<file path="src/rtl/jac_pkg.sv">
// jac_pkg: opcode map, FSM state encoding and instruction field layout.
// These are shared by the control unit and by ALU_J users.
package jac_pkg;

  localparam int unsigned InstrWidth = 16;
  localparam int unsigned OpcodeBits = 5;
  localparam int unsigned RegIdxBits = 3;
  localparam int unsigned FieldBits  = 8;
  localparam int unsigned NumRegs    = 8;
  localparam int unsigned StatusBits = 2;

  // Instruction layout: [15:11] opcode, [10:8] rd, [7:0] param
  typedef struct packed {
    logic [OpcodeBits-1:0] opcode;
    logic [RegIdxBits-1:0] rd;
    logic [FieldBits-1:0]  param;
  } instr_t;

  localparam logic [OpcodeBits-1:0] OP_NOP  = 5'h00;
  localparam logic [OpcodeBits-1:0] OP_ADD  = 5'h01;
  localparam logic [OpcodeBits-1:0] OP_SUB  = 5'h02;
  localparam logic [OpcodeBits-1:0] OP_AND  = 5'h03;
  localparam logic [OpcodeBits-1:0] OP_OR   = 5'h04;
  localparam logic [OpcodeBits-1:0] OP_XOR  = 5'h05;
  localparam logic [OpcodeBits-1:0] OP_NOT  = 5'h06;
  localparam logic [OpcodeBits-1:0] OP_SHL  = 5'h07;
  localparam logic [OpcodeBits-1:0] OP_SHR  = 5'h08;
  localparam logic [OpcodeBits-1:0] OP_VAL  = 5'h09;
  localparam logic [OpcodeBits-1:0] OP_GOTO = 5'h10;
  localparam logic [OpcodeBits-1:0] OP_IFZ  = 5'h11;
  localparam logic [OpcodeBits-1:0] OP_IFNZ = 5'h12;
  localparam logic [OpcodeBits-1:0] OP_IFEQ = 5'h13;
  localparam logic [OpcodeBits-1:0] OP_IFST = 5'h14;
  localparam logic [OpcodeBits-1:0] OP_IFGT = 5'h15;

  typedef logic [1:0] state_t;
  localparam logic [1:0] ST_FETCH   = 2'd0;
  localparam logic [1:0] ST_DECODE  = 2'd1;
  localparam logic [1:0] ST_EXECUTE = 2'd2;
  localparam logic [1:0] ST_HALT    = 2'd3;

endpackage

</file>
<file path="src/rtl/jac_control_unit_if.sv">
// jac_control_unit_if: program-memory fetch bus, ALU bus and core status.
// master = control unit, slave = memory/ALU side.
interface jac_control_unit_if #(
  parameter int unsigned DataWidth     = 8,
  parameter int unsigned NumOpCodeBits = 5,
  parameter int unsigned ParamBits     = 8,
  parameter int unsigned AddrWidth     = 8
);
  logic                     prog_req;
  logic [AddrWidth-1:0]     prog_addr;
  logic [15:0]              prog_data;
  logic                     prog_valid;
  logic [NumOpCodeBits-1:0] alu_opcode;
  logic [DataWidth-1:0]     alu_operand1;
  logic [DataWidth-1:0]     alu_operand2;
  logic [ParamBits-1:0]     alu_param;
  logic [DataWidth-1:0]     alu_result;
  logic [1:0]               alu_status;
  logic [AddrWidth-1:0]     pc;
  logic                     halted;
  logic                     illegal_op;
  logic [1:0]               status;

  modport master (
    output prog_req, prog_addr, alu_opcode, alu_operand1, alu_operand2, alu_param,
           pc, halted, illegal_op, status,
    input  prog_data, prog_valid, alu_result, alu_status
  );

  modport slave (
    input  prog_req, prog_addr, alu_opcode, alu_operand1, alu_operand2, alu_param,
           pc, halted, illegal_op, status,
    output prog_data, prog_valid, alu_result, alu_status
  );
endinterface

</file>
<file path="src/rtl/jac_regfile.sv">
// jac_regfile: 8 x DataWidth register file, two async reads, one sync write.
module jac_regfile
  import jac_pkg::*;
#(
  parameter int unsigned DataWidth = 8
) (
  input  logic                  clock,
  input  logic                  reset,
  input  logic [RegIdxBits-1:0] raddr_a,
  input  logic [RegIdxBits-1:0] raddr_b,
  output logic [DataWidth-1:0]  rdata_a_c,
  output logic [DataWidth-1:0]  rdata_b_c,
  input  logic                  we,
  input  logic [RegIdxBits-1:0] waddr,
  input  logic [DataWidth-1:0]  wdata
);
  logic [DataWidth-1:0] regs [NumRegs];

  // Storage: cleared by reset, single write port
  always_ff @(posedge clock) begin
    if (reset) begin
      for (int i = 0; i < int'(NumRegs); i++) regs[i] <= '0;
    end else if (we) begin
      regs[waddr] <= wdata;
    end
  end

  assign rdata_a_c = regs[raddr_a];
  assign rdata_b_c = regs[raddr_b];
endmodule

</file>
<file path="src/rtl/jac_control_unit.sv">
// jac_control_unit: FETCH/DECODE/EXECUTE sequencer for the JAC core.
// Optional build macro JAC_HALT_ON_ILLEGAL_EN: reserved opcodes halt the core
// and pulse illegal_op; otherwise they execute as NOP.
module jac_control_unit
  import jac_pkg::*;
#(
  parameter int unsigned DataWidth     = 8,
  parameter int unsigned NumOpCodeBits = 5,
  parameter int unsigned ParamBits     = 8,
  parameter int unsigned AddrWidth     = 8
) (
  input logic                clock,
  input logic                reset,
  jac_control_unit_if.master bus
);
  state_t                   state_q, state_d;
  logic [AddrWidth-1:0]     pc_q, pc_d;
  instr_t                   instr_q, instr_d;
  logic                     prog_req_q, prog_req_d;
  logic [DataWidth-1:0]     r0_q, r0_d;
  logic [NumOpCodeBits-1:0] alu_opcode_q, alu_opcode_d;
  logic [DataWidth-1:0]     op1_q, op1_d, op2_q, op2_d;
  logic [ParamBits-1:0]     param_q, param_d;
  logic [StatusBits-1:0]    status_q, status_d;
  logic                     halted_q, halted_d;
  logic                     illegal_q, illegal_d;
  logic [RegIdxBits-1:0]    raddr_b;
  logic [DataWidth-1:0]     rdata_a_c, rdata_b_c;
  logic                     rf_we;
  logic [DataWidth-1:0]     rf_wdata;
  logic [AddrWidth-1:0]     target;

  // Port B reads R0 during FETCH (branch compare reference), R[param] in DECODE
  assign raddr_b = (state_q == ST_DECODE) ? instr_q.param[RegIdxBits-1:0] : '0;
  assign target  = AddrWidth'(instr_q.param);

  jac_regfile #(.DataWidth(DataWidth)) u_regfile (
    .clock     (clock),
    .reset     (reset),
    .raddr_a   (instr_q.rd),
    .raddr_b   (raddr_b),
    .rdata_a_c (rdata_a_c),
    .rdata_b_c (rdata_b_c),
    .we        (rf_we),
    .waddr     (instr_q.rd),
    .wdata     (rf_wdata)
  );

  // Next-state, datapath and registered-output values
  always_comb begin
    state_d      = state_q;
    pc_d         = pc_q;
    instr_d      = instr_q;
    prog_req_d   = prog_req_q;
    r0_d         = r0_q;
    alu_opcode_d = '0;
    op1_d        = op1_q;
    op2_d        = op2_q;
    param_d      = param_q;
    status_d     = status_q;
    halted_d     = halted_q;
    illegal_d    = 1'b0;
    rf_we        = 1'b0;
    rf_wdata     = '0;
    case (state_q)
      ST_FETCH: begin
        prog_req_d = 1'b1;
        r0_d       = rdata_b_c;
        if (prog_req_q && bus.prog_valid) begin
          instr_d    = instr_t'(bus.prog_data);
          prog_req_d = 1'b0;
          state_d    = ST_DECODE;
        end
      end
      ST_DECODE: begin
        op1_d        = rdata_a_c;
        op2_d        = rdata_b_c;
        param_d      = ParamBits'(instr_q.param);
        alu_opcode_d = NumOpCodeBits'(instr_q.opcode);
        state_d      = ST_EXECUTE;
      end
      ST_EXECUTE: begin
        state_d    = ST_FETCH;
        prog_req_d = 1'b1;
        pc_d       = pc_q + AddrWidth'(1);
        case (instr_q.opcode)
          OP_NOP: ;
          OP_ADD, OP_SUB, OP_AND, OP_OR, OP_XOR, OP_NOT, OP_SHL, OP_SHR: begin
            rf_we    = 1'b1;
            rf_wdata = bus.alu_result;
            status_d = bus.alu_status;
          end
          OP_VAL: begin
            rf_we    = 1'b1;
            rf_wdata = DataWidth'(instr_q.param);
          end
          OP_GOTO: pc_d = target;
          OP_IFZ:  if (op1_q == '0)   pc_d = target;
          OP_IFNZ: if (op1_q != '0)   pc_d = target;
          OP_IFEQ: if (op1_q == r0_q) pc_d = target;
          OP_IFST: if (op1_q <  r0_q) pc_d = target;
          OP_IFGT: if (op1_q >  r0_q) pc_d = target;
          default: begin
`ifdef JAC_HALT_ON_ILLEGAL_EN
            state_d    = ST_HALT;
            prog_req_d = 1'b0;
            pc_d       = pc_q;
            halted_d   = 1'b1;
            illegal_d  = 1'b1;
`endif
          end
        endcase
      end
      ST_HALT: prog_req_d = 1'b0;
      default: state_d = ST_FETCH;
    endcase
  end

  // State and output registers with synchronous reset
  always_ff @(posedge clock) begin
    if (reset) begin
      state_q      <= ST_FETCH;
      pc_q         <= '0;
      instr_q      <= '0;
      prog_req_q   <= 1'b0;
      r0_q         <= '0;
      alu_opcode_q <= '0;
      op1_q        <= '0;
      op2_q        <= '0;
      param_q      <= '0;
      status_q     <= '0;
      halted_q     <= 1'b0;
      illegal_q    <= 1'b0;
    end else begin
      state_q      <= state_d;
      pc_q         <= pc_d;
      instr_q      <= instr_d;
      prog_req_q   <= prog_req_d;
      r0_q         <= r0_d;
      alu_opcode_q <= alu_opcode_d;
      op1_q        <= op1_d;
      op2_q        <= op2_d;
      param_q      <= param_d;
      status_q     <= status_d;
      halted_q     <= halted_d;
      illegal_q    <= illegal_d;
    end
  end

  assign bus.prog_req     = prog_req_q;
  assign bus.prog_addr    = pc_q;
  assign bus.pc           = pc_q;
  assign bus.alu_opcode   = alu_opcode_q;
  assign bus.alu_operand1 = op1_q;
  assign bus.alu_operand2 = op2_q;
  assign bus.alu_param    = param_q;
  assign bus.status       = status_q;
  assign bus.halted       = halted_q;
  assign bus.illegal_op   = illegal_q;
endmodule

</file>
<file path="src/flat_wrapper.sv">
// flat-port wrapper written by rule: the top's interface ports become plain ports
module jac_control_unit_flat import jac_pkg::*;
#(
  parameter int unsigned DataWidth     = 8,
  parameter int unsigned NumOpCodeBits = 5,
  parameter int unsigned ParamBits     = 8,
  parameter int unsigned AddrWidth     = 8
)
  (clock, reset, bus_prog_req, bus_prog_addr, bus_alu_opcode, bus_alu_operand1, bus_alu_operand2, bus_alu_param, bus_pc, bus_halted, bus_illegal_op, bus_status, bus_prog_data, bus_prog_valid, bus_alu_result, bus_alu_status);
  jac_control_unit_if #(.DataWidth(DataWidth), .NumOpCodeBits(NumOpCodeBits), .ParamBits(ParamBits), .AddrWidth(AddrWidth)) bus_i ();
  input logic clock;
  input logic reset;
  output wire logic [$bits(bus_i.prog_req)-1:0] bus_prog_req;
  output wire logic [$bits(bus_i.prog_addr)-1:0] bus_prog_addr;
  output wire logic [$bits(bus_i.alu_opcode)-1:0] bus_alu_opcode;
  output wire logic [$bits(bus_i.alu_operand1)-1:0] bus_alu_operand1;
  output wire logic [$bits(bus_i.alu_operand2)-1:0] bus_alu_operand2;
  output wire logic [$bits(bus_i.alu_param)-1:0] bus_alu_param;
  output wire logic [$bits(bus_i.pc)-1:0] bus_pc;
  output wire logic [$bits(bus_i.halted)-1:0] bus_halted;
  output wire logic [$bits(bus_i.illegal_op)-1:0] bus_illegal_op;
  output wire logic [$bits(bus_i.status)-1:0] bus_status;
  input wire logic [$bits(bus_i.prog_data)-1:0] bus_prog_data;
  input wire logic [$bits(bus_i.prog_valid)-1:0] bus_prog_valid;
  input wire logic [$bits(bus_i.alu_result)-1:0] bus_alu_result;
  input wire logic [$bits(bus_i.alu_status)-1:0] bus_alu_status;
  assign bus_prog_req = bus_i.prog_req;
  assign bus_prog_addr = bus_i.prog_addr;
  assign bus_alu_opcode = bus_i.alu_opcode;
  assign bus_alu_operand1 = bus_i.alu_operand1;
  assign bus_alu_operand2 = bus_i.alu_operand2;
  assign bus_alu_param = bus_i.alu_param;
  assign bus_pc = bus_i.pc;
  assign bus_halted = bus_i.halted;
  assign bus_illegal_op = bus_i.illegal_op;
  assign bus_status = bus_i.status;
  assign bus_i.prog_data = bus_prog_data;
  assign bus_i.prog_valid = bus_prog_valid;
  assign bus_i.alu_result = bus_alu_result;
  assign bus_i.alu_status = bus_alu_status;
  jac_control_unit #(.DataWidth(DataWidth), .NumOpCodeBits(NumOpCodeBits), .ParamBits(ParamBits), .AddrWidth(AddrWidth)) u_core (.clock(clock), .reset(reset), .bus(bus_i));
endmodule
</file>
<file path="config.mk">
export PLATFORM = sky130hd
export DESIGN_NAME = jac_control_unit_flat
export DESIGN_NICKNAME = d
export VERILOG_FILES = /design/src/rtl/jac_pkg.sv /design/src/rtl/jac_control_unit_if.sv /design/src/rtl/jac_regfile.sv /design/src/rtl/jac_control_unit.sv /design/src/flat_wrapper.sv
export SDC_FILE = /design/constraint.sdc
export NUM_CORES = 1
export LEC_CHECK = 0
export ABC_AREA = 1
export BUFFER_PORTS_ARGS = -buffer_cell sky130_fd_sc_hd__buf_2
export CAP_MARGIN = 40
export CORE_MARGIN = 10
export CORE_UTILIZATION = 50
export CTS_CLUSTER_SIZE = 12
export DETAILED_ROUTE_END_ITERATION = 10
export PLACE_DENSITY_LB_ADDON = 0.2
export SYNTH_ARGS = -nofsm -noshare
export SYNTH_HDL_FRONTEND = slang
export SYNTH_HIERARCHICAL = 1
export SYNTH_SLANG_ARGS = --single-unit
</file>
<file path="constraint.sdc">
create_clock -name clock -period 2.4 [get_ports clock]
set_input_delay 0.6 -clock clock [delete_from_list [all_inputs] [get_ports clock]]
set_output_delay 0.6 -clock clock [all_outputs]
set_load 0.02 [all_outputs]
</file>
==> results.tsv, run 1 <==
stage	metric	value	unit
run_status	outcome	finished, final reports clean	
critical_path	endpoint	u_core/u_regfile/regs[2][4]	
critical_path	worst-endpoint-required	2.51	ns
die	dieArea	0.0200	sq mm
logic_synthesis	synthesis.instances	1028	
grt	grt_pass1_vias	6095	
power	internal_dissipation	5.32	mW
logic_synthesis	share_of_flip_flops_with_an_asynchronous_set_or_reset_after_synthesis	0	%
timing	drv_slew	0	
critical_path	r2r_setup_slack	0.22	ns
clock_tree	number_of_buffers_on_the_longest_clock_path	2	
die	design.portCount	79	
power	static-leakage-power	4.11	nW
route	route.antenna.remaining_nets	0	
clock_tree	root_buffer	sky130_fd_sc_hd__clkbuf_16	
logic_synthesis	synth_cell_type_count	33	
clock_tree	post_cts_hold_buffer_count	0	
timing	max_slew.worst_pin.slew	0.761	ns
clock_tree	insertion_delay	0.43	ns
power	comb_power_share	36.8	%
die	initial_core_utilization	50.9	%
power	ir_drop	595	uV
power	power.net_switching	3.42	mW
logic_synthesis	synth.cell_area	0.00737	sq mm
timing	fin_setup_tns	0	ns
critical_path	critPathLaunchType	register	
placement	place.port_buffers	76	
hold_path	worst_hold_check_path_type	input pin to register	
final_layout	design.final.nets	1139	
timing	final_min_period_over_clock_period	90.9	%
critical_path	r2r.worst_path.cells	8	
grt	number_of_antenna_violations_at_the_first_check_in_global_routing	1	
final_layout	layout.core_utilization	58.5	%
placement	place_congestion	0.939	
power	power_frac_seq	33.8	%
final_layout	post_route_cells_drive_above_1_share	15.6	%
route	route.detailed.drc	0	
timing	finalWorstPathRequiredPeriod	2.18	ns
clock_tree	cts.sinks	130	
placement	placedInstanceArea	0.00786	sq mm
clock_tree	post_cts_resize_count	0	
grt	total_grt_usage	20.8	%
clock_tree	cts_setup_buffers	0	
timing	fin_ws	0.219	ns
power	p_per_area	1030	mW/mm^2
final_layout	sequential_cell_area	0.00324	sq mm
critical_path	setup.worst_path.end_class	register	
final_layout	fill_cells	1382	
route	drt-pass1-iter-count	8	
timing	fin_worst_skew	0.0131	ns
route	totalWireLength	20800	microns
grt	grt_pass1_wl	32900	microns
critical_path	timing.rr.start	u_core/instr_q[11]	
power	clockPowerShare	29.4	%
timing	timing.final.hold_violations	0	
critical_path	timing.rr.end	u_core/u_regfile/regs[2][4]	
route	wl_per_cell	16.1	microns
critical_path	timing.critical_path.arrival	2.29	ns
critical_path	crit_path_start	u_core/instr_q[11]	
placement	place_inst	1261	
logic_synthesis	postSynthRegisterBits	130	
route	post_drt_via_cell_ratio	5.26	
clock_tree	tritoncts.num_buffers	17	
final_layout	finalInstanceArea	0.00847	sq mm
route	total_vias_in_the_final_route	6801	
logic_synthesis	yosysSeqAreaShare	44.0	%
grt	grt_start_max_net_pins	33	
placement	pre_cts_ws	0.110	ns
timing	timing.fmax	458	MHz
clock_tree	tritoncts	built	
power	switching_share	39.1	%
die	core	0.0145	sq mm
final_layout	antenna_cells_inserted	0	
job	drv.max_cap_violation_count	0	
clock_tree	cts.htree.levels	4	
route	drt-initial-drc-count	826	
critical_path	critPathKind	register to register	
final_layout	instances_no_fill	1293	
logic_synthesis	yosysWarnings	6	
critical_path	timing.critical_path.fanout_max	9	
die	die_w	141	microns
grt	global_route.overflow_total	0	
die	rows	44	
logic_synthesis	synth_enable_flop_cells	64	
final_layout	syn_to_final_growth	15.0	%
timing	rsz0062_at_grt	false	
logic_synthesis	post_synth.cell_area_avg	7.17	sq um
timing	setup-violations-final	0	
die	die_height	141	microns
timing	max-slew-margin-rel	49.2	%
logic_synthesis	synth_ff_type	sky130_fd_sc_hd__dfxtp_1	
clock_tree	clock_pin_transition_on_the_worst_setup_and_hold_timing_paths	0.06	ns
placement	hpwl	15200	microns
final_layout	multi_input_comb_area	0.00335	sq mm
critical path, stage by stage, from the launching register on:
cell and delay (ns):
sky130_fd_sc_hd__dfxtp_1 0.45, sky130_fd_sc_hd__nand2_1 0.13, sky130_fd_sc_hd__inv_1 0.08, sky130_fd_sc_hd__nand4_1 0.10, sky130_fd_sc_hd__o21ai_0 0.40, sky130_fd_sc_hd__nand2_4 0.12
sky130_fd_sc_hd__nor2_4 0.26, sky130_fd_sc_hd__nand2_4 0.13, sky130_fd_sc_hd__nand2_2 0.19
through the flow:
step                      hold slack (ns)  total power [mW]
after floorplan                     0.437              5.29
after detailed placement            0.452              6.18
final                               0.450              8.74
after CTS                           0.433              8.77
after global routing                0.444              9.33
after global placement              0.449              6.15
power by group through the flow:
stage | clock [mW] | combinational, mW | sequential (mW)
2_1_floorplan | 0 | 2.12 | 3.16
3_3_place_gp | 0 | 3.16 | 2.99
3_5_place_dp | 0 | 3.19 | 2.99
4_1_cts | 2.61 | 3.21 | 2.95
5_1_grt | 2.72 | 3.62 | 3.00
6_report | 2.57 | 3.22 | 2.95
final cells by class:
class	count	share of cell area (%)
well taps	184	2.72
multi-input cells	714	39.5
flip-flops and latches	130	38.3
clock buffers	27	6.06
clock inverters	5	0.886
repair buffers	97	6.50
inverters	136	6.03
worst min-delay path by stage:
stage	start	endpoint	slack (ns)	cells past startpoint
finish	bus_prog_data[10]	u_core/instr_q[10]	0.45	3
global route	bus_prog_data[10]	u_core/instr_q[10]	0.44	3
CTS	bus_prog_data[10]	u_core/instr_q[10]	0.43	3
detailed placement	u_core/bus.alu_param[1]	u_core/bus.alu_param[1]	0.45	2
global placement	u_core/r0_q[3]	u_core/r0_q[3]	0.45	2
floorplan	u_core/r0_q[1]	u_core/r0_q[1]	0.44	2
cell usage in the layout, fill, tap and decap left out, drive strengths merged, types with 14 or more instances in the layout:
cell,n
o21ai,60
ha,14
dfxtp,66
buf,97
nand3,96
edfxtp,64
clkbuf,27
inv,134
nor2,158
nand2,316
a21oi,39
synth_stat cells (4+ instances only):
master                     number  area, sq um
sky130_fd_sc_hd__o31ai_1        8         60.1
sky130_fd_sc_hd__buf_2         11         55.1
sky130_fd_sc_hd__a21oi_1       39          195
sky130_fd_sc_hd__nand4_1        6         37.5
sky130_fd_sc_hd__inv_1        128          480
sky130_fd_sc_hd__inv_2          6         22.5
sky130_fd_sc_hd__nand3_2        6         60.1
sky130_fd_sc_hd__xor2_1         4         35.0
sky130_fd_sc_hd__nor2_1       146          548
sky130_fd_sc_hd__ha_1          14          175
sky130_fd_sc_hd__nand2_1      302         1130
sky130_fd_sc_hd__nand3_1       90          450
sky130_fd_sc_hd__o21ai_0       60          300
sky130_fd_sc_hd__nor2_4         4         45.0
sky130_fd_sc_hd__buf_4         18          135
sky130_fd_sc_hd__nand2_2        5         31.3
sky130_fd_sc_hd__edfxtp_1      64         1920
sky130_fd_sc_hd__nand2_4        9          101
sky130_fd_sc_hd__nor2_2         8         50.1
sky130_fd_sc_hd__dfxtp_1       66         1320
sky130_fd_sc_hd__clkbuf_1      17         63.8
logic make-up (layout without fill, tap and decap cells):
family                     Yosys count  in the layout  share of synthesized area, %
and+or+nand+nor                    581            581                          34.1
buffers and inverters              185            265                          10.8
DFF                                130            130                          44.0
AOI/OAI and AO/OA                  112            112                          8.03
adders and majority gates           14             14                          2.38
xor gates and xnor gates             5              5                         0.595
other                                1              2                        0.0509
metal layers:
layer	track usage, %	share of wire [%]	up-vias
met1	29.1	45	3104
met3	5.51	8.8	29
met4	8.45	2.3	0
met2	29.7	44	290
li1	-	-	3378
met5	0	0	-
state kept, by name (all words and copies together), names as in the netlist:
| register | flops |
|---|---|
| u_core/bus.alu_operand2 | 8 |
| u_core/r0_q | 8 |
| u_core/instr_q | 8 |
| u_core/state_q | 2 |
| u_core/target | 8 |
| u_core/u_regfile/regs | 64 |
| u_core/bus.alu_operand1 | 8 |
| u_core/bus.pc | 8 |
| u_core/bus.alu_param | 8 |
| u_core/bus.alu_opcode | 5 |
| u_core/bus.status | 2 |
| u_core/bus.prog_req | 1 |
Note: power is estimated with default switching activity, not from simulation.
==> run 2: changes to the inputs <==
--- a/config.mk
+++ b/config.mk
@@ -12,7 +12,7 @@
 export CORE_UTILIZATION = 50
 export CTS_CLUSTER_SIZE = 12
 export DETAILED_ROUTE_END_ITERATION = 10
-export PLACE_DENSITY_LB_ADDON = 0.2
+export PLACE_DENSITY = 0.7
 export SYNTH_ARGS = -nofsm -noshare
 export SYNTH_HDL_FRONTEND = slang
 export SYNTH_HIERARCHICAL = 1
==> run 2 against run 1 <==
Clock skew fell by 0.0021 ns. Register-to-register slack got worse by 0.04 ns. Routed wire length fell by 0.65%. Worst setup slack got worse by 0.036 ns. Global-route usage fell by 0.34 points. Cell count did not move. Sequential cell count did not move. Core utilization fell by 0.10 points.
==> results.tsv, run 2 (synthesis gave the netlist of run 1 again) <==
stage	metric	value	unit
clock_tree	tritoncts.num_buffers	17	
critical_path	worstPathBufferInverterCount	1	
route	drt-pass1-iter-count	5	
hold_path	worst_hold_check_path_type	input pin to register	
clock_tree	root_buffer	sky130_fd_sc_hd__clkbuf_16	
placement	pre_cts_ws	0.104	ns
clock_tree	cts.htree.levels	4	
timing	drv_slew	0	
route	wl_per_cell	16.0	microns
final_layout	antenna_cells_inserted	0	
critical_path	slowest_delay	0.46	ns
die	initial_core_utilization	50.9	%
critical_path	critPathKind	register to register	
power	power_frac_seq	34.2	%
final_layout	layout_common_cells	294 x sky130_fd_sc_hd__nand2_1, 146 x sky130_fd_sc_hd__nor2_1, 128 x sky130_fd_sc_hd__inv_1, 90 x sky130_fd_sc_hd__nand3_1, 76 x sky130_fd_sc_hd__buf_2	
timing	fin_setup_tns	0	ns
die	dieArea	0.0200	sq mm
run_status	outcome	finished, final reports clean	
timing	timing.fmax	451	MHz
critical_path	worst-endpoint-required	2.51	ns
power	post-layout-total-power	8.64	mW
timing	rsz0062_at_grt	false	
critical_path	worst_path_most_repeated_cell	sky130_fd_sc_hd__nand2_1	
final_layout	design.final.nets	1139	
final_layout	instances_no_fill	1293	
placement	hpwl	15300	microns
critical_path	critPathLaunchType	register	
clock_tree	post_cts_hold_buffer_count	0	
route	drt-initial-drc-count	846	
critical_path	crit_family	simple AND/OR/NAND/NOR gates	
grt	number_of_antenna_violations_at_the_first_check_in_global_routing	0	
timing	timing.final.hold_violations	0	
critical_path	setup.worst_path.end_class	register	
placement	place_inst	1261	
route	post_drt_via_cell_ratio	5.25	
die	die_w	141	microns
timing	finalWorstPathRequiredPeriod	2.22	ns
power	p_per_area	1020	mW/mm^2
clock_tree	clock_pin_transition_on_the_worst_setup_and_hold_timing_paths	0.06	ns
grt	grt_pass1_vias	6239	
critical_path	timing.critical_path.fanout_max	9	
critical_path	critical_path.cell_chain	nand2_1 -> inv_1 -> nand2_1 -> a31oi_1 -> nand2_1 -> o21ai_0 -> nand2_4 -> nor2_4 -> nand2_4 -> nand2_2	
final_layout	largest_register_ff_count	64	
power	switching_share	39.8	%
final_layout	fill_cells	1360	
die	core	0.0145	sq mm
job	drv.max_cap_violation_count	0	
timing	fin_worst_skew	0.0110	ns
power	static-leakage-power	4.11	nW
grt	grt_start_max_net_pins	53	
timing	setup-violations-final	0	
timing	fin_ws	0.183	ns
clock_tree	number_of_buffers_on_the_longest_clock_path	2	
power	internal_dissipation	5.20	mW
critical_path	r2r_setup_slack	0.18	ns
power	power.net_switching	3.44	mW
final_layout	regMostFlops	u_core/u_regfile/regs	
route	total_vias_in_the_final_route	6793	
critical_path	timing.critical_path.arrival	2.33	ns
final_layout	syn_to_final_growth	14.8	%
die	rows	44	
final_layout	most_common_library_cell_in_the_layout_ignoring_fill_and_taps	sky130_fd_sc_hd__nand2_1	
timing	final_min_period_over_clock_period	92.4	%
grt	grt_pass1_wl	32700	microns
power	clockPowerShare	28.2	%
route	totalWireLength	20700	microns
clock_tree	tritoncts	built	
power	ir_drop	545	uV
die	design.portCount	79	
timing	max_slew.worst_pin.slew	0.616	ns
clock_tree	cts.sinks	130	
placement	place_congestion	0.985	
placement	place.port_buffers	76	
grt	global_route.overflow_total	0	
grt	total_grt_usage	20.5	%
final_layout	post_route_cells_drive_above_1_share	16.0	%
route	route.antenna.remaining_nets	0	
clock_tree	insertion_delay	0.42	ns
power	comb_power_share	37.5	%
critical_path	critical-path-slowest-cell	sky130_fd_sc_hd__dfxtp_1	
route	route.detailed.drc	0	
timing	max-slew-margin-rel	58.8	%
die	die_height	141	microns
[run 2: cell count changes in the layout (fill, tap and decap cells not counted)]
cell / delta
sky130_fd_sc_hd__bufinv_16: -2
sky130_fd_sc_hd__clkbuf_1: -4
sky130_fd_sc_hd__clkinv_2: +2
sky130_fd_sc_hd__clkbuf_4: +1
sky130_fd_sc_hd__inv_4: +2
sky130_fd_sc_hd__clkbuf_16: +2
sky130_fd_sc_hd__clkbuf_8: -2
sky130_fd_sc_hd__clkinvlp_4: +1
[run 2: path summary, 6_finish.rpt]
check                startpoint                           to  cells past startpoint
min           bus_alu_status[0]         u_core/bus.status[0]                      3
max          u_core/instr_q[11]  u_core/u_regfile/regs[5][3]                     10
min reg2reg      u_core/r0_q[4]               u_core/r0_q[4]                      2
max reg2reg  u_core/instr_q[11]  u_core/u_regfile/regs[5][3]                     10
[run 2: metrics by stage]
stage	area, sq um	util (%)	hold slack, ns
after detailed placement	7860	54.3	0.453
after floorplan	7370	-	0.437
after CTS	8440	58.3	0.431
final	8460	58.4	0.440
after global routing	8460	58.4	0.446
after global placement	7860	54.3	0.455
[run 2: power groups by stage]
stage	combinational, mW	sequential (mW)	clock (mW)
CTS	3.23	2.96	2.47
detailed placement	3.21	2.99	0
floorplan	2.12	3.16	0
finish	3.24	2.96	2.44
global route	3.64	3.01	2.57
global placement	3.17	2.99	0
[run 2: worst register-to-register path, delay by kind of cell, from the launching register on]
kind                   cells  cell delay (ns)
AOI/OAI and AO/OA          2             0.33
buffers and inverters      1             0.08
DFF                        1             0.46
and+or+nand+nor            7             1.02
[run 2: metal layers]
| layer | up-vias | wire length [microns] | GRT usage, % |
|---|---|---|---|
| met1 | 3056 | 9480 | 28.3 |
| met2 | 312 | 8690 | 29.5 |
| met4 | 0 | 690 | 9.25 |
| met5 | - | 0 | 0 |
| li1 | 3380 | - | - |
| met3 | 45 | 1850 | 4.91 |
[run 2: final cells by class]
| cell class | count | area, sq um | area share, % |
|---|---|---|---|
| multi-input combinational | 714 | 3350 | 39.6 |
| sequential | 130 | 3240 | 38.4 |
| timing repair buffer | 97 | 551 | 6.51 |
| clock buffer | 24 | 528 | 6.24 |
| inverter | 136 | 510 | 6.04 |
| tap | 184 | 230 | 2.72 |
| clock inverter | 8 | 45.0 | 0.533 |
[run 2: timing repair]
action,CTS,global route
endpoints found under the setup margin,0,64
resized for setup,0,8
buffers inserted,0,0
==> run 3: changes to the inputs <==
--- a/config.mk
+++ b/config.mk
@@ -8,6 +8,7 @@
 export ABC_AREA = 1
 export BUFFER_PORTS_ARGS = -buffer_cell sky130_fd_sc_hd__buf_2
 export CAP_MARGIN = 40
+export CORE_ASPECT_RATIO = 1.4
 export CORE_MARGIN = 10
 export CORE_UTILIZATION = 50
 export CTS_CLUSTER_SIZE = 12
==> run 3 against run 2 <==
Sequential cell count stayed put. Register-to-register slack better by 0.03 ns. Core utilization is 0.88 points higher. Worst setup slack better by 0.027 ns. Largest power group unchanged. Critical path type unchanged. Largest cell class unchanged. Die area is 0.34% higher.
==> results.tsv, run 3 (synthesis gave the netlist of run 1 again) <==
stage	metric	value	unit
run_status	outcome	finished, final reports clean	
die	dieArea	0.0201	sq mm
route	drt-pass1-iter-count	5	
critical_path	r2r_setup_slack	0.21	ns
timing	timing.final.hold_violations	0	
grt	grt_pass1_vias	6499	
grt	grtUsageMet2	35.0	%
timing	timing.fmax	457	MHz
hold_path	min-delay-start	bus_alu_status[0]	
grt	groute.layer.met1.usage	25.3	%
critical_path	timing.rr.end	u_core/u_regfile/regs[4][1]	
critical_path	timing.critical_path.arrival	2.26	ns
clock_tree	clock_pin_transition_on_the_worst_setup_and_hold_timing_paths	0.06	ns
timing	fin_setup_tns	0	ns
placement	place_congestion	0.907	
grt	number_of_antenna_violations_at_the_first_check_in_global_routing	0	
critical_path	worst-endpoint-required	2.47	ns
clock_tree	tritoncts.num_buffers	17	
die	rows	52	
grt	grt_most_used_layer	met2	
route	route.detailed.drc	0	
final_layout	layout_common_cells	295 x sky130_fd_sc_hd__nand2_1, 146 x sky130_fd_sc_hd__nor2_1, 128 x sky130_fd_sc_hd__inv_1, 90 x sky130_fd_sc_hd__nand3_1, 76 x sky130_fd_sc_hd__buf_2	
critical_path	critPathLaunchType	register	
timing	setup-violations-final	0	
power	switching_share	38.5	%
final_layout	instances_no_fill	1300	
grt	grt_pass1_wl	33600	microns
job	drv.max_cap_violation_count	0	
critical_path	slowest_delay	0.34	ns
power	clockPowerShare	31.6	%
critical_path	critical_path.cell_chain	inv_2 -> nand2_1 -> inv_1 -> nand2_1 -> a31oi_1 -> nand2_1 -> o21ai_0 -> nand2_4 -> nor2_4 -> nand2_4 -> nand2_1	
final_layout	multi_input_comb_area	0.00335	sq mm
final_layout	regMostFlops	u_core/u_regfile/regs	
power	p_per_area	1060	mW/mm^2
final_layout	syn_to_final_growth	16.2	%
timing	finalWorstPathRequiredPeriod	2.19	ns
route	total_vias_in_the_final_route	6771	
power	comb_power_share	35.9	%
power	static-leakage-power	4.15	nW
grt	total_grt_usage	21.4	%
placement	place.port_buffers	76	
grt	global_route.usage.met3	4.80	%
final_layout	fill_cells	1359	
final_layout	antenna_cells_inserted	0	
power	ir_drop	525	uV
route	post_drt_via_cell_ratio	5.21	
power	internal_dissipation	5.59	mW
route	drt-initial-drc-count	521	
placement	hpwl	15500	microns
route	totalWireLength	21200	microns
timing	drv_slew	0	
clock_tree	cts.sinks	130	
grt	global_route.overflow_total	0	
critical_path	setup.worst_path.end_class	register	
clock_tree	root_buffer	sky130_fd_sc_hd__clkbuf_16	
die	core	0.0144	sq mm
die	die_w	123	microns
timing	final_min_period_over_clock_period	91.3	%
final_layout	most_common_library_cell_in_the_layout_ignoring_fill_and_taps	sky130_fd_sc_hd__nand2_1	
critical_path	crit_path_start	u_core/instr_q[12]	
timing	fin_worst_skew	0.00875	ns
power	power_frac_seq	32.6	%
placement	place_inst	1268	
clock_tree	tritoncts	built	
clock_tree	number_of_buffers_on_the_longest_clock_path	2	
timing	max-slew-margin-rel	48.3	%
final_layout	largest_register_ff_count	64	
critical_path	critPathKind	register to register	
timing	max_slew.worst_pin.slew	0.775	ns
die	die_height	164	microns
clock_tree	cts_setup_buffers	0	
final_layout	sequential_cell_area	0.00324	sq mm
route	wl_per_cell	16.3	microns
critical_path	timing.rr.start	u_core/instr_q[12]	
critical_path	critical-path-slowest-cell	sky130_fd_sc_hd__dfxtp_1	
final_layout	post_route_cells_drive_above_1_share	15.8	%
die	initial_core_utilization	51.0	%
hold_path	hold_depth	3	
grt	grt_start_max_net_pins	33	
route	route.antenna.remaining_nets	0	
critical_path	timing.critical_path.fanout_max	8	
timing	fin_hold_ws	0.451	ns
power	power.net_switching	3.49	mW
final_layout	design.final.nets	1141	
hold_path	worst_hold_check_path_type	input pin to register	
timing	rsz0062_at_grt	false	
clock_tree	insertion_delay	0.41	ns
clock_tree	post_cts_resize_count	0	
clock_tree	cts.htree.levels	4	
hold_path	min_delay_worst_endpoint	u_core/bus.status[0]	
critical_path	worst_path_most_repeated_cell	sky130_fd_sc_hd__nand2_1	
clock_tree	post_cts_hold_buffer_count	0	
critical_path	r2r.worst_path.cells	11	
die	design.portCount	79	
run 3: cell count changes in the layout (fill, tap and decap cells not counted):
cell                        change
sky130_fd_sc_hd__buf_4          +2
sky130_fd_sc_hd__bufinv_16      +4
sky130_fd_sc_hd__clkbuf_1       +2
sky130_fd_sc_hd__clkbuf_4       -1
sky130_fd_sc_hd__clkbuf_8       -1
sky130_fd_sc_hd__clkinv_1       +1
sky130_fd_sc_hd__clkinv_2       -4
sky130_fd_sc_hd__clkinv_4       +1
sky130_fd_sc_hd__dfxtp_1        -1
sky130_fd_sc_hd__dfxtp_2        +1
sky130_fd_sc_hd__inv_4          -2
sky130_fd_sc_hd__nand2_1        +1
sky130_fd_sc_hd__nand2_2        -1
run 3: worst max path at each step:
stage,to,slack [ns]
final,u_core/u_regfile/regs[4][1],0.21
after global routing,u_core/u_regfile/regs[4][1],0.02
after CTS,u_core/u_regfile/regs[6][4],0.07
after detailed placement,u_core/u_regfile/regs[6][6],0.13
after global placement,u_core/u_regfile/regs[3][7],0.16
after floorplan,u_core/u_regfile/regs[1][0],0.11
run 3: power by group through the flow:
stage	sequential [mW]	combinational, mW	clock [mW]
detailed placement	2.99	3.23	0
floorplan	3.16	2.12	0
global placement	3.00	3.19	0
finish	2.96	3.26	2.86
CTS	2.95	3.25	2.88
global route	3.00	3.66	2.98
run 3: layout make-up:
cell class              instances  share of cell area, %
multi-input cells             714                   39.1
inverters                     136                   5.96
clock buffers                  24                   6.01
flip-flops and latches        130                   37.9
repair buffers                 99                   6.61
well taps                     189                   2.76
clock inverters                 8                   1.70
run 3: metal layers:
| metal | up-vias | part of all wire (%) |
|---|---|---|
| met5 | - | 0 |
| met4 | 0 | 4.6 |
| met3 | 49 | 7.4 |
| met2 | 283 | 48 |
| met1 | 3057 | 40 |
| li1 | 3382 | - |
run 3: critical path: cells and delay by family (launching register included):
family | cells | cell delay (ns)
flip-flops | 1 | 0.34
AND/OR/NAND/NOR | 7 | 0.98
AO/OA/AOI/OAI | 2 | 0.31
buffers and inverters | 2 | 0.20
run 3: through the flow:
step	power [mW]	worst slack [ns]	util (%)	cell area, sq um
after floorplan	5.29	0.111	-	7370
after global placement	6.18	0.158	54.6	7880
after detailed placement	6.22	0.131	54.6	7880
after CTS	9.09	0.0732	59.1	8540
after global routing	9.64	0.0159	59.3	8560
final	9.08	0.210	59.3	8560
